<file path="config.mk">
export PLATFORM = sky130hd
export DESIGN_NAME = mc_ctl
export DESIGN_NICKNAME = d
export VERILOG_FILES = /design/src/rtl/mc_ctl_pkg.sv /design/src/rtl/mc_ctl_wdog.sv /design/src/rtl/mc_ctl.sv
export SDC_FILE = /design/constraint.sdc
export NUM_CORES = 1
export LEC_CHECK = 0
export CORE_MARGIN = 1
export CORE_UTILIZATION = 50
export CTS_CLUSTER_DIAMETER = 60
export DETAILED_ROUTE_END_ITERATION = 8
export GPL_ROUTABILITY_DRIVEN = 0
export PLACE_DENSITY = 0.82
export SKIP_LAST_GASP = 1
export SLEW_MARGIN = 25
export SYNTH_ARGS = -nofsm -noshare
export SYNTH_HDL_FRONTEND = slang
export SYNTH_SLANG_ARGS = --single-unit
</file>
<file path="constraint.sdc">
create_clock -name clk -period 4.33 [get_ports clk]
set_input_delay 0.6495 -clock clk [delete_from_list [all_inputs] [get_ports clk]]
set_output_delay 0.6495 -clock clk [all_outputs]
set_load 0.01 [all_outputs]
</file>
<file path="src/rtl/mc_ctl_pkg.sv">
// Shared constants and state encoding for the multi-cycle MIPS32 main controller.
// MC_CTL_IMM_EN adds the addi/ori states.
package mc_ctl_pkg;

  localparam int unsigned OpcodeLen = 6;
  localparam int unsigned AluopLen  = 2;

  localparam logic [OpcodeLen-1:0] OP_RTYPE = 6'b000000;
  localparam logic [OpcodeLen-1:0] OP_LW    = 6'b100011;
  localparam logic [OpcodeLen-1:0] OP_SW    = 6'b101011;
  localparam logic [OpcodeLen-1:0] OP_BEQ   = 6'b000100;
  localparam logic [OpcodeLen-1:0] OP_J     = 6'b000010;
  localparam logic [OpcodeLen-1:0] OP_ADDI  = 6'b001000;
  localparam logic [OpcodeLen-1:0] OP_ORI   = 6'b001101;

  localparam logic [AluopLen-1:0] ALUOP_ADD   = 2'b00;
  localparam logic [AluopLen-1:0] ALUOP_SUB   = 2'b01;
  localparam logic [AluopLen-1:0] ALUOP_FUNCT = 2'b10;
  localparam logic [AluopLen-1:0] ALUOP_OR    = 2'b11;

  localparam logic [1:0] SRCB_REG     = 2'b00;
  localparam logic [1:0] SRCB_FOUR    = 2'b01;
  localparam logic [1:0] SRCB_IMM     = 2'b10;
  localparam logic [1:0] SRCB_IMM_SH2 = 2'b11;

  localparam logic [1:0] PCSRC_ALU    = 2'b00;
  localparam logic [1:0] PCSRC_ALUOUT = 2'b01;
  localparam logic [1:0] PCSRC_JUMP   = 2'b10;

  // Encodings are fixed so the optional states never shift the base ones.
  typedef enum logic [3:0] {
    StRst     = 4'd0,
    StFetch   = 4'd1,
    StDecode  = 4'd2,
    StMemAdr  = 4'd3,
    StMemRd   = 4'd4,
    StMemWb   = 4'd5,
    StMemWr   = 4'd6,
    StRtypeEx = 4'd7,
    StRtypeWb = 4'd8,
    StBranch  = 4'd9,
    StJump    = 4'd10,
    StErr     = 4'd11
`ifdef MC_CTL_IMM_EN
    ,
    StImmEx   = 4'd12,
    StImmWb   = 4'd13
`endif
  } state_e;

  function automatic logic is_mem_wait(state_e s);
    return (s == StFetch) || (s == StMemRd) || (s == StMemWr);
  endfunction

endpackage

</file>
<file path="src/rtl/mc_ctl_wdog.sv">
// Memory-access watchdog: counts unacknowledged wait cycles and flags expiry
// on the last allowed cycle. MEM_TIMEOUT = 0 disables it.
module mc_ctl_wdog #(
  parameter int unsigned MEM_TIMEOUT = 16
) (
  input  logic clk,
  input  logic rst_n,
  input  logic busy,
  input  logic ack,
  output logic expire
);

  localparam int unsigned CntW = (MEM_TIMEOUT > 1) ? $clog2(MEM_TIMEOUT) : 1;
  localparam int unsigned Lim  = (MEM_TIMEOUT == 0) ? 0 : MEM_TIMEOUT - 1;
  localparam bit          En   = (MEM_TIMEOUT != 0);

  logic [CntW-1:0] cnt_q;

  // Leaving a wait state always passes through a non-busy state or an ack,
  // so clearing on !busy || ack also covers "clear on state change".
  always_ff @(posedge clk or negedge rst_n) begin
    if (!rst_n) begin
      cnt_q <= '0;
    end else if (!busy || ack || expire) begin
      cnt_q <= '0;
    end else begin
      cnt_q <= cnt_q + CntW'(1);
    end
  end

  assign expire = En && busy && !ack && (cnt_q == CntW'(Lim));

endmodule

</file>
<file path="src/rtl/mc_ctl.sv">
// Multi-cycle MIPS32 main controller: fetch/decode/execute/mem/write-back FSM.
// Define MC_CTL_IMM_EN to support addi/ori via IMM_EX/IMM_WB.
module mc_ctl
  import mc_ctl_pkg::*;
#(
  parameter int unsigned MEM_TIMEOUT = 16,
  parameter int unsigned CNT_W       = 32
) (
  input  logic                 clk,
  input  logic                 rst_n,
  input  logic [OpcodeLen-1:0] OpCode,
  input  logic                 Zero,
  input  logic                 mem_ack,
  output logic                 PCWrite,
  output logic                 PCWriteCond,
  output logic                 IorD,
  output logic                 MemRd,
  output logic                 MemWr,
  output logic                 IRWrite,
  output logic                 MemtoReg,
  output logic                 RegDst,
  output logic                 RegWr,
  output logic                 ALUSrcA,
  output logic [1:0]           ALUSrcB,
  output logic [AluopLen-1:0]  ALUOp,
  output logic [1:0]           PCSource,
  output logic                 err,
  output logic [CNT_W-1:0]     instret
);

  state_e           state_q, state_d;
  logic             expire;
  logic             retire;
  logic [CNT_W-1:0] instret_q;

  // Zero is qualified by PCWriteCond in the datapath, not here.
  logic unused_zero;
  assign unused_zero = Zero;

  mc_ctl_wdog #(
    .MEM_TIMEOUT(MEM_TIMEOUT)
  ) u_wdog (
    .clk   (clk),
    .rst_n (rst_n),
    .busy  (is_mem_wait(state_q)),
    .ack   (mem_ack),
    .expire(expire)
  );

  always_ff @(posedge clk or negedge rst_n) begin
    if (!rst_n) begin
      state_q   <= StRst;
      instret_q <= '0;
    end else begin
      state_q <= state_d;
      if (retire) instret_q <= instret_q + CNT_W'(1);
    end
  end

`ifdef MC_CTL_IMM_EN
  logic imm_ori_q;
  always_ff @(posedge clk or negedge rst_n) begin
    if (!rst_n) begin
      imm_ori_q <= 1'b0;
    end else if (state_q == StDecode) begin
      imm_ori_q <= (OpCode == OP_ORI);
    end
  end
`endif

  always_comb begin
    state_d = state_q;
    unique case (state_q)
      StRst:     state_d = StFetch;
      StFetch: begin
        if (mem_ack)     state_d = StDecode;
        else if (expire) state_d = StErr;
      end
      StDecode: begin
        case (OpCode)
          OP_RTYPE:     state_d = StRtypeEx;
          OP_LW, OP_SW: state_d = StMemAdr;
          OP_BEQ:       state_d = StBranch;
          OP_J:         state_d = StJump;
`ifdef MC_CTL_IMM_EN
          OP_ADDI, OP_ORI: state_d = StImmEx;
`endif
          default:      state_d = StErr;
        endcase
      end
      StMemAdr:  state_d = (OpCode == OP_SW) ? StMemWr : StMemRd;
      StMemRd: begin
        if (mem_ack)     state_d = StMemWb;
        else if (expire) state_d = StErr;
      end
      StMemWb:   state_d = StFetch;
      StMemWr: begin
        if (mem_ack)     state_d = StFetch;
        else if (expire) state_d = StErr;
      end
      StRtypeEx: state_d = StRtypeWb;
      StRtypeWb: state_d = StFetch;
      StBranch:  state_d = StFetch;
      StJump:    state_d = StFetch;
`ifdef MC_CTL_IMM_EN
      StImmEx:   state_d = StImmWb;
      StImmWb:   state_d = StFetch;
`endif
      StErr:     state_d = StErr;
      default:   state_d = StErr;
    endcase
  end

  always_comb begin
    PCWrite     = 1'b0;
    PCWriteCond = 1'b0;
    IorD        = 1'b0;
    MemRd       = 1'b0;
    MemWr       = 1'b0;
    IRWrite     = 1'b0;
    MemtoReg    = 1'b0;
    RegDst      = 1'b0;
    RegWr       = 1'b0;
    ALUSrcA     = 1'b0;
    ALUSrcB     = SRCB_REG;
    ALUOp       = ALUOP_ADD;
    PCSource    = PCSRC_ALU;
    unique case (state_q)
      StFetch: begin
        MemRd   = 1'b1;
        ALUSrcB = SRCB_FOUR;
        IRWrite = mem_ack;
        PCWrite = mem_ack;
      end
      StDecode:  ALUSrcB = SRCB_IMM_SH2;
      StMemAdr: begin
        ALUSrcA = 1'b1;
        ALUSrcB = SRCB_IMM;
      end
      StMemRd: begin
        MemRd = 1'b1;
        IorD  = 1'b1;
      end
      StMemWb: begin
        RegWr    = 1'b1;
        MemtoReg = 1'b1;
      end
      StMemWr: begin
        MemWr = 1'b1;
        IorD  = 1'b1;
      end
      StRtypeEx: begin
        ALUSrcA = 1'b1;
        ALUOp   = ALUOP_FUNCT;
      end
      StRtypeWb: begin
        RegWr  = 1'b1;
        RegDst = 1'b1;
      end
      StBranch: begin
        ALUSrcA     = 1'b1;
        ALUOp       = ALUOP_SUB;
        PCWriteCond = 1'b1;
        PCSource    = PCSRC_ALUOUT;
      end
      StJump: begin
        PCWrite  = 1'b1;
        PCSource = PCSRC_JUMP;
      end
`ifdef MC_CTL_IMM_EN
      StImmEx: begin
        ALUSrcA = 1'b1;
        ALUSrcB = SRCB_IMM;
        ALUOp   = imm_ori_q ? ALUOP_OR : ALUOP_ADD;
      end
      StImmWb:   RegWr = 1'b1;
`endif
      default: ;
    endcase
  end

  always_comb begin
    retire = 1'b0;
    unique case (state_q)
      StMemWb, StRtypeWb, StBranch, StJump: retire = 1'b1;
      StMemWr:                               retire = mem_ack;
`ifdef MC_CTL_IMM_EN
      StImmWb:                               retire = 1'b1;
`endif
      default:                               retire = 1'b0;
    endcase
  end

  assign err     = (state_q == StErr);
  assign instret = instret_q;

endmodule
</file>
Word level (Yosys, flattened, before mapping)
Index checks and enable logic that the tools add are counted.

Bits in registers: 40.

$add $sub $neg: 2. Eq/ne operators: 16. Muxes and demuxes: 22. Reductions and logical operators: 17.

Operators by type and width (count): $add 32x1->32 const B (1); $pmux 4 s7 (1); $eq 4x4->1 const B (5); $mux 4 (5); $eq 4x3->1 const B (4); $pmux 4 s4 (1); $eq 6x6->1 const B (2); $mux 1 (9); $eq 4x2->1 const B (2); $pmux 2 s2 (2); $reduce_or 2->1 (4); $eq 6x2->1 const B (1); $eq 6x3->1 const B (1); $logic_not 6->1 (1); $pmux 2 s3 (1); $reduce_or 5->1 (1); $add 4x1->4 const B (1); $eq 4x1->1 const B (1); $logic_not 4->1 (1); $logic_or 1x1->1 (4); $pmux 1 s2 (2); $reduce_or 4->1 (1); $reduce_or 3->1 (1); $logic_and 1x1->1 (2); 2 further kinds (3).

Depth between registers and ports, before layout
Gate-level depths: netlist of the first run.

Depth in word-level cells: 8. Gate-level depth with buffers: 5. Gate-level depth less buffers: 5.

Modules after synthesis
A second synthesis of the first run with hierarchy kept.

Cell total of the unflattened synthesis: 235. Area total of the unflattened synthesis: 2368.5 µm².

By module, submodules not included: mc_ctl (times used 1, cells each 218, area each 2170.8 µm²); mc_ctl_wdog (times used 1, cells each 17, area each 197.7 µm²).

Worst setup path after synthesis of the first run
OpenSTA, ideal clock, no wires.

Path type: input -> output. Start: input mem_ack. End: output PCWrite. Arrival time: 1.412 ns. Path slack: 2.268 ns. Stages: 3. Path buffers: 0. Cell sequence: inv_1 > nor4_1 > or2_2.

Longest elaborated chain between the ends: 1.

Ends and longest elaborated chain: start, declared (line mc_ctl.sv:13) `input logic mem_ack,`; $pmux 1 s2 (line mc_ctl.sv:128) `unique case (state_q)`; end, declared (line mc_ctl.sv:14) `output logic PCWrite,`.

Every way passes these cells.

Final worst setup path of the first run
Ends and elaborated chain as after synthesis.

==> results of run 1 <==
layout make-up:
class                      instances  area, um2
clock buffer                       6       82.6
sequential                        40       1000
clock inverter                     2       10.0
tap                               50       62.6
multi-input combinational        167       1120
timing repair buffer              57        566
inverter                           5       18.8
fill                             333       1250
layout by cell type, fill, tap and decap left out, drive strengths merged, types with 5 or more instances in the layout:
master / n
and4: 5
clkbuf: 6
clkdlybuf4s50: 56
dfrtp: 40
inv: 5
nand2: 15
nand2b: 6
nand3: 17
nand4: 11
nor2: 17
nor3: 11
nor4: 17
xnor2: 9
xor2: 27
worst max-delay path: stages:
cell and delay (ns):
clkdlybuf4s50_1 0.59, inv_1 0.11, nor4_1 0.34, or2_2 0.17, clkdlybuf4s50_1 0.53
registers in the layout, summed over array words and instances, names as in the netlist:
name          cells
state_q           4
instret          32
u_wdog.cnt_q      4
logic make-up (layout without fill, tap and decap cells):
| logic type | count (synthesis) | count (layout) | synth area share [%] |
|---|---|---|---|
| simple gates | 111 | 111 | 29.6 |
| fa+ha+maj | 2 | 2 | 1.14 |
| buf+inv | 16 | 70 | 3.69 |
| xor+xnor | 36 | 36 | 14.7 |
| flops | 40 | 40 | 45.4 |
| mux | 1 | 1 | 0.511 |
| compound gates | 17 | 17 | 5.00 |
metal layers:
layer  track usage, %  vias to the layer above  wire length [um]
met5                0                        -                 0
met2             36.3                       50              2380
met4             6.51                        0                29
li1                 -                      900                 -
met3             6.33                        4               193
met1             29.8                      892              2210
how the worst max path moves through the flow:
stage	start	end	slack (ns)	cells after the start
floorplan	mem_ack	PCWrite	2.27	3
global placement	mem_ack	PCWrite	1.31	5
detailed placement	mem_ack	PCWrite	1.28	5
CTS	mem_ack	PCWrite	1.28	5
global route	mem_ack	PCWrite	1.17	5
finish	mem_ack	PCWrite	1.29	5
power by group through the flow:
stage               combinational (mW)  sequential (mW)  clock (mW)
floorplan                      0.00224            0.381           0
global placement                0.0181            0.381           0
detailed placement              0.0186            0.381           0
CTS                             0.0186            0.373       0.261
global route                    0.0209            0.373       0.274
finish                          0.0180            0.373       0.256
==> results.ini, run 1 <==
[layout]
drive_gt1_share_pct = 7.58
syn2layout_area_growth_pct = 29.9
finalNetCount = 288
layoutNonFillerInstCount = 327
final_util_pct = 69.5
insertedDiodeCount = 0
design_area_um2 = 2860

[cts]
cts_buffer_depth = 2
cts.clk_slew.worst_paths_ns = 0.08
cts_root_buf = clkbuf_8
cts_hold_buf = 0
cts_tree = done
cts_inserted_buffers = 5
cts_resized = 0
insertion_delay_ns = 0.29
cts_setup_buffers = 0
cts.htree.levels = 2
cts_sinks = 40

[min_path]
min_path_type = primary input to asynchronous set/reset pin

[pwr]
p_switching_mw = 0.140
p_sw_share_pct = 21.6
finalPower_mw = 0.647
ir_worst_vdd_mv = 0.134
clkPwrFrac_pct = 39.5
powerDensity_nw_per_um2 = 226
p_seq_share_pct = 57.7
p_leak_nw = 1.28
p_int_mw = 0.507
pwr-share-comb_pct = 2.8

[yosys]
ys_seq_elements = 40
yosys_warnings = 0
synthFlopType = dfrtp_1
synth_area_um2 = 2200
async_reset_ff_share_pct = 100
synth_largest_area_cell = dfrtp_1
ys_types = 39
ys_seq_area_share_pct = 45.4
synth.area.top_cells = dfrtp_1, xor2_1, nand3_1
synthesis.nets = 235
synthTopCellsByCount = dfrtp_1, xor2_1, nor2_1
syn_inst = 223
synth_top_area_share_pct = 45.4
synth_area_per_cell_um2 = 9.88
synth_edf_count = 0
synth_most_common_cell = dfrtp_1

[setup_path]
worst-r2r-setup-slack_ns = 2.28
cp-end-kind = primary output
r2r_start = state_q[1]$_DFF_PN0_
critical_path_class = primary input to primary output
cp.arrival_ns = 2.39
worst-r2r-cell-count = 4
r2r_end = instret[22]$_DFFE_PN0P_
crit_required_ns = 3.68
start_kind = primary input
path_max_fanout = 7

[grt]
grt_pass1_wl_um = 7890
grt_overflow_total = 0
grt_max_degree = 41
grt_pass1_vias = 1748
antenna_found_initial = 0
gr-usage-all-layers_pct = 22.7

[floorplan]
rows = 23
fp.dieW_um = 68.4
dieArea_um2 = 4680
core_area_um2 = 4120
initial_core_util_pct = 53.5
io_pins = 59
die_h_um = 68.4

[routing]
drtIter0Drc = 110
vias = 1846
dr.pass1.iters = 4
finalWirelength_um = 4810
detail_route.wl_per_cell_um = 14.7
drtAntennaViolNets = 0
routed_via_density = 5.65
drc = 0

[run_status]
status = complete, no violations

[timing]
holdWs_ns = 0.466
clock.fmax_mhz = 329
setup_tns_ns = 0
hold_viol_final = 0
fin_crit_sh_pct = 70.2
relSlewSlack_pct = 41.4
finalWorstSetupSlack_ns = 1.29
maxSlewViolCount = 0
fin_skew_ns = 0.0114
tightest_slew_ns = 0.878
rsz0062_at_grt = no
setup_viol = 0
finalCriticalPeriod_ns = 3.04

[run]
cap_violations = 0

[placement]
place_ws_ns = 1.28
placed_cells = 319
dpl.hpwl_um = 3450
port_buffers = 57
post_dp_cell_area_um2 = 2770

(Power assumes the default switching activity.)
==> run 2: changes to the inputs <==
CORE_UTILIZATION = 44   (was 50)
PLACE_DENSITY = 0.77   (was 0.82)
clock period = 2.52 ns   (was 4.33 ns; I/O delays follow)
==> results.ini, run 2 (same netlist as run 1, synthesis figures left out) <==
[routing]
dr.pass1.iters = 4  ; unchanged
drtIter0Drc = 111  ; +0.91%
drtAntennaViolNets = 0  ; unchanged
detail_route.wl_per_cell_um = 14.1  ; -3.8%
finalWirelength_um = 4980  ; +3.6%
routed_via_density = 5.44  ; -3.6%
vias = 1916  ; +3.8%
drc = 0  ; unchanged

[setup_path]
crit_buf_inv = 1  ; -2
start_kind = flip-flop
cp.arrival_ns = 1.97  ; -0.42 ns
path_max_fanout = 10  ; +3
cp_num_cells = 4  ; -1
worst-r2r-cell-count = 5  ; +1
critical_path.top_delay_family = simple AND/OR/NAND/NOR gates
crit_required_ns = 2.14  ; -1.54 ns
crit_slowest_cell = dfrtp_1
max_stage_delay_ns = 0.52  ; -0.07 ns
cp_cell_sequence = nand2b_1, nor3b_1, or2_2, clkdlybuf4s50_1
critical_path_class = flip-flop to primary output
cp-end-kind = primary output

[layout]
layout_commonest_cell = clkdlybuf4s50_1
drive_gt1_share_pct = 10.2  ; +2.6 points
multi_input_area_um2 = 1120  ; unchanged
final_cell_mix = clkdlybuf4s50_1, dfrtp_1, xor2_1
largest_register_ffs = 32  ; unchanged
fillers = 415  ; +25%
design_area_um2 = 2970  ; +3.8%
insertedDiodeCount = 0  ; unchanged
finalNetCount = 296  ; +2.8%
ff_latch_area_um2 = 1000  ; unchanged
syn2layout_area_growth_pct = 34.9
final_util_pct = 62.1  ; -7.4 points

[timing]
maxSlewViolCount = 0  ; unchanged
finalCriticalPeriod_ns = 2.35
setup_viol = 0  ; unchanged
finalWorstSetupSlack_ns = 0.168  ; -1.12 ns
hold_viol_final = 0  ; unchanged
relSlewSlack_pct = 41.6  ; +0.14 points
clock.fmax_mhz = 425
tightest_slew_ns = 0.876  ; -0.00204 ns
fin_skew_ns = 0.00779  ; -0.00362 ns
setup_tns_ns = 0  ; unchanged
fin_crit_sh_pct = 93.3
rsz0062_at_grt = no

[floorplan]
fp.dieW_um = 72.8  ; +6.4%
io_pins = 59  ; unchanged
initial_core_util_pct = 46.0  ; -7.5 points
core_area_um2 = 4790  ; +16%
rows = 25  ; +8.7%
die_h_um = 72.8  ; +6.4%
dieArea_um2 = 5290  ; +13%

[cts]
cts_hold_buf = 0  ; unchanged
cts_root_buf = clkbuf_8
cts.clk_slew.worst_paths_ns = 0.08  ; about the same
cts_resized = 0  ; unchanged
cts_setup_buffers = 0  ; unchanged
cts_inserted_buffers = 5  ; unchanged
cts_sinks = 40  ; unchanged
cts_tree = done
cts.htree.levels = 2  ; unchanged
insertion_delay_ns = 0.29  ; about the same
cts_buffer_depth = 2  ; unchanged

[grt]
gr-usage-all-layers_pct = 20.5  ; -2.2 points
grt_pass1_wl_um = 8420  ; +6.7%
antenna_found_initial = 0  ; unchanged
grt_pass1_vias = 1816  ; +3.9%
grt_overflow_total = 0  ; unchanged
grt_max_degree = 41  ; unchanged

[pwr]
powerDensity_nw_per_um2 = 414  ; +83%
p_leak_nw = 1.33  ; +3.6%
ir_worst_vdd_mv = 0.274  ; +100%
finalPower_mw = 1.23  ; +90%

[placement]
place_ws_ns = 0.151  ; -1.13 ns
post_dp_cell_area_um2 = 2850  ; +2.9%
dpl.hpwl_um = 3660  ; +6.3%
port_buffers = 57  ; unchanged

[run]
cap_violations = 0  ; unchanged

[min_path]
min_path_type = primary input to asynchronous set/reset pin

[run_status]
status = complete, no violations

==> run 2: changes by cell type in the layout (fill, tap and decap cells not counted), sizes merged <==
cell,previous run,this run
buf,1,9
bufinv,0,1
clkinv,2,1
==> run 2: worst paths after layout <==
| path | start | endpoint | slack (ns) |
|---|---|---|---|
| max | state_q[2]$_DFF_PN0_ | PCWrite | 0.17 |
| min in group clk | instret[31]$_DFFE_PN0P_ | instret[31]$_DFFE_PN0P_ | 0.48 |
| min | rst_n | instret[23]$_DFFE_PN0P_ | 0.20 |
| max reg2reg | state_q[3]$_DFF_PN0_ | instret[19]$_DFFE_PN0P_ | 0.55 |
| min reg2reg | instret[31]$_DFFE_PN0P_ | instret[31]$_DFFE_PN0P_ | 0.48 |
| max in group asynchronous | rst_n | instret[8]$_DFFE_PN0P_ | 1.77 |
==> run 2: stage by stage <==
stage	std cells	hold WS [ns]
3_3_place_gp	344	0.449
4_1_cts	352	0.224
2_1_floorplan	223	0.0824
6_report	352	0.195
5_1_grt	352	0.276
3_5_place_dp	344	0.468
==> run 2: power by group <==
part | internal, mW | total [mW] | switching (mW)
Sequential | 0.641 | 0.641 | 0
Clock | 0.324 | 0.555 | 0.231
Combinational | 0.0130 | 0.0330 | 0.0200
Total | 0.978 | 1.23 | 0.251
==> run 2: cell type report <==
cell class,instances,area share (%)
clock buffers,6,2.78
clock inverters,2,1.31
inverters,5,0.632
multi-input cells,167,37.7
flip-flops and latches,40,33.7
well taps,67,2.82
repair buffers,65,21.1
==> run 2: per-layer routing <==
| metal | vias to the layer above | GRT usage (%) | share of wire, % |
|---|---|---|---|
| met4 | 0 | 6.54 | 1.2 |
| met2 | 65 | 35.8 | 50 |
| met1 | 924 | 25.7 | 44 |
| met5 | - | 0 | 0 |
| met3 | 8 | 3.45 | 5.1 |
| li1 | 919 | - | - |
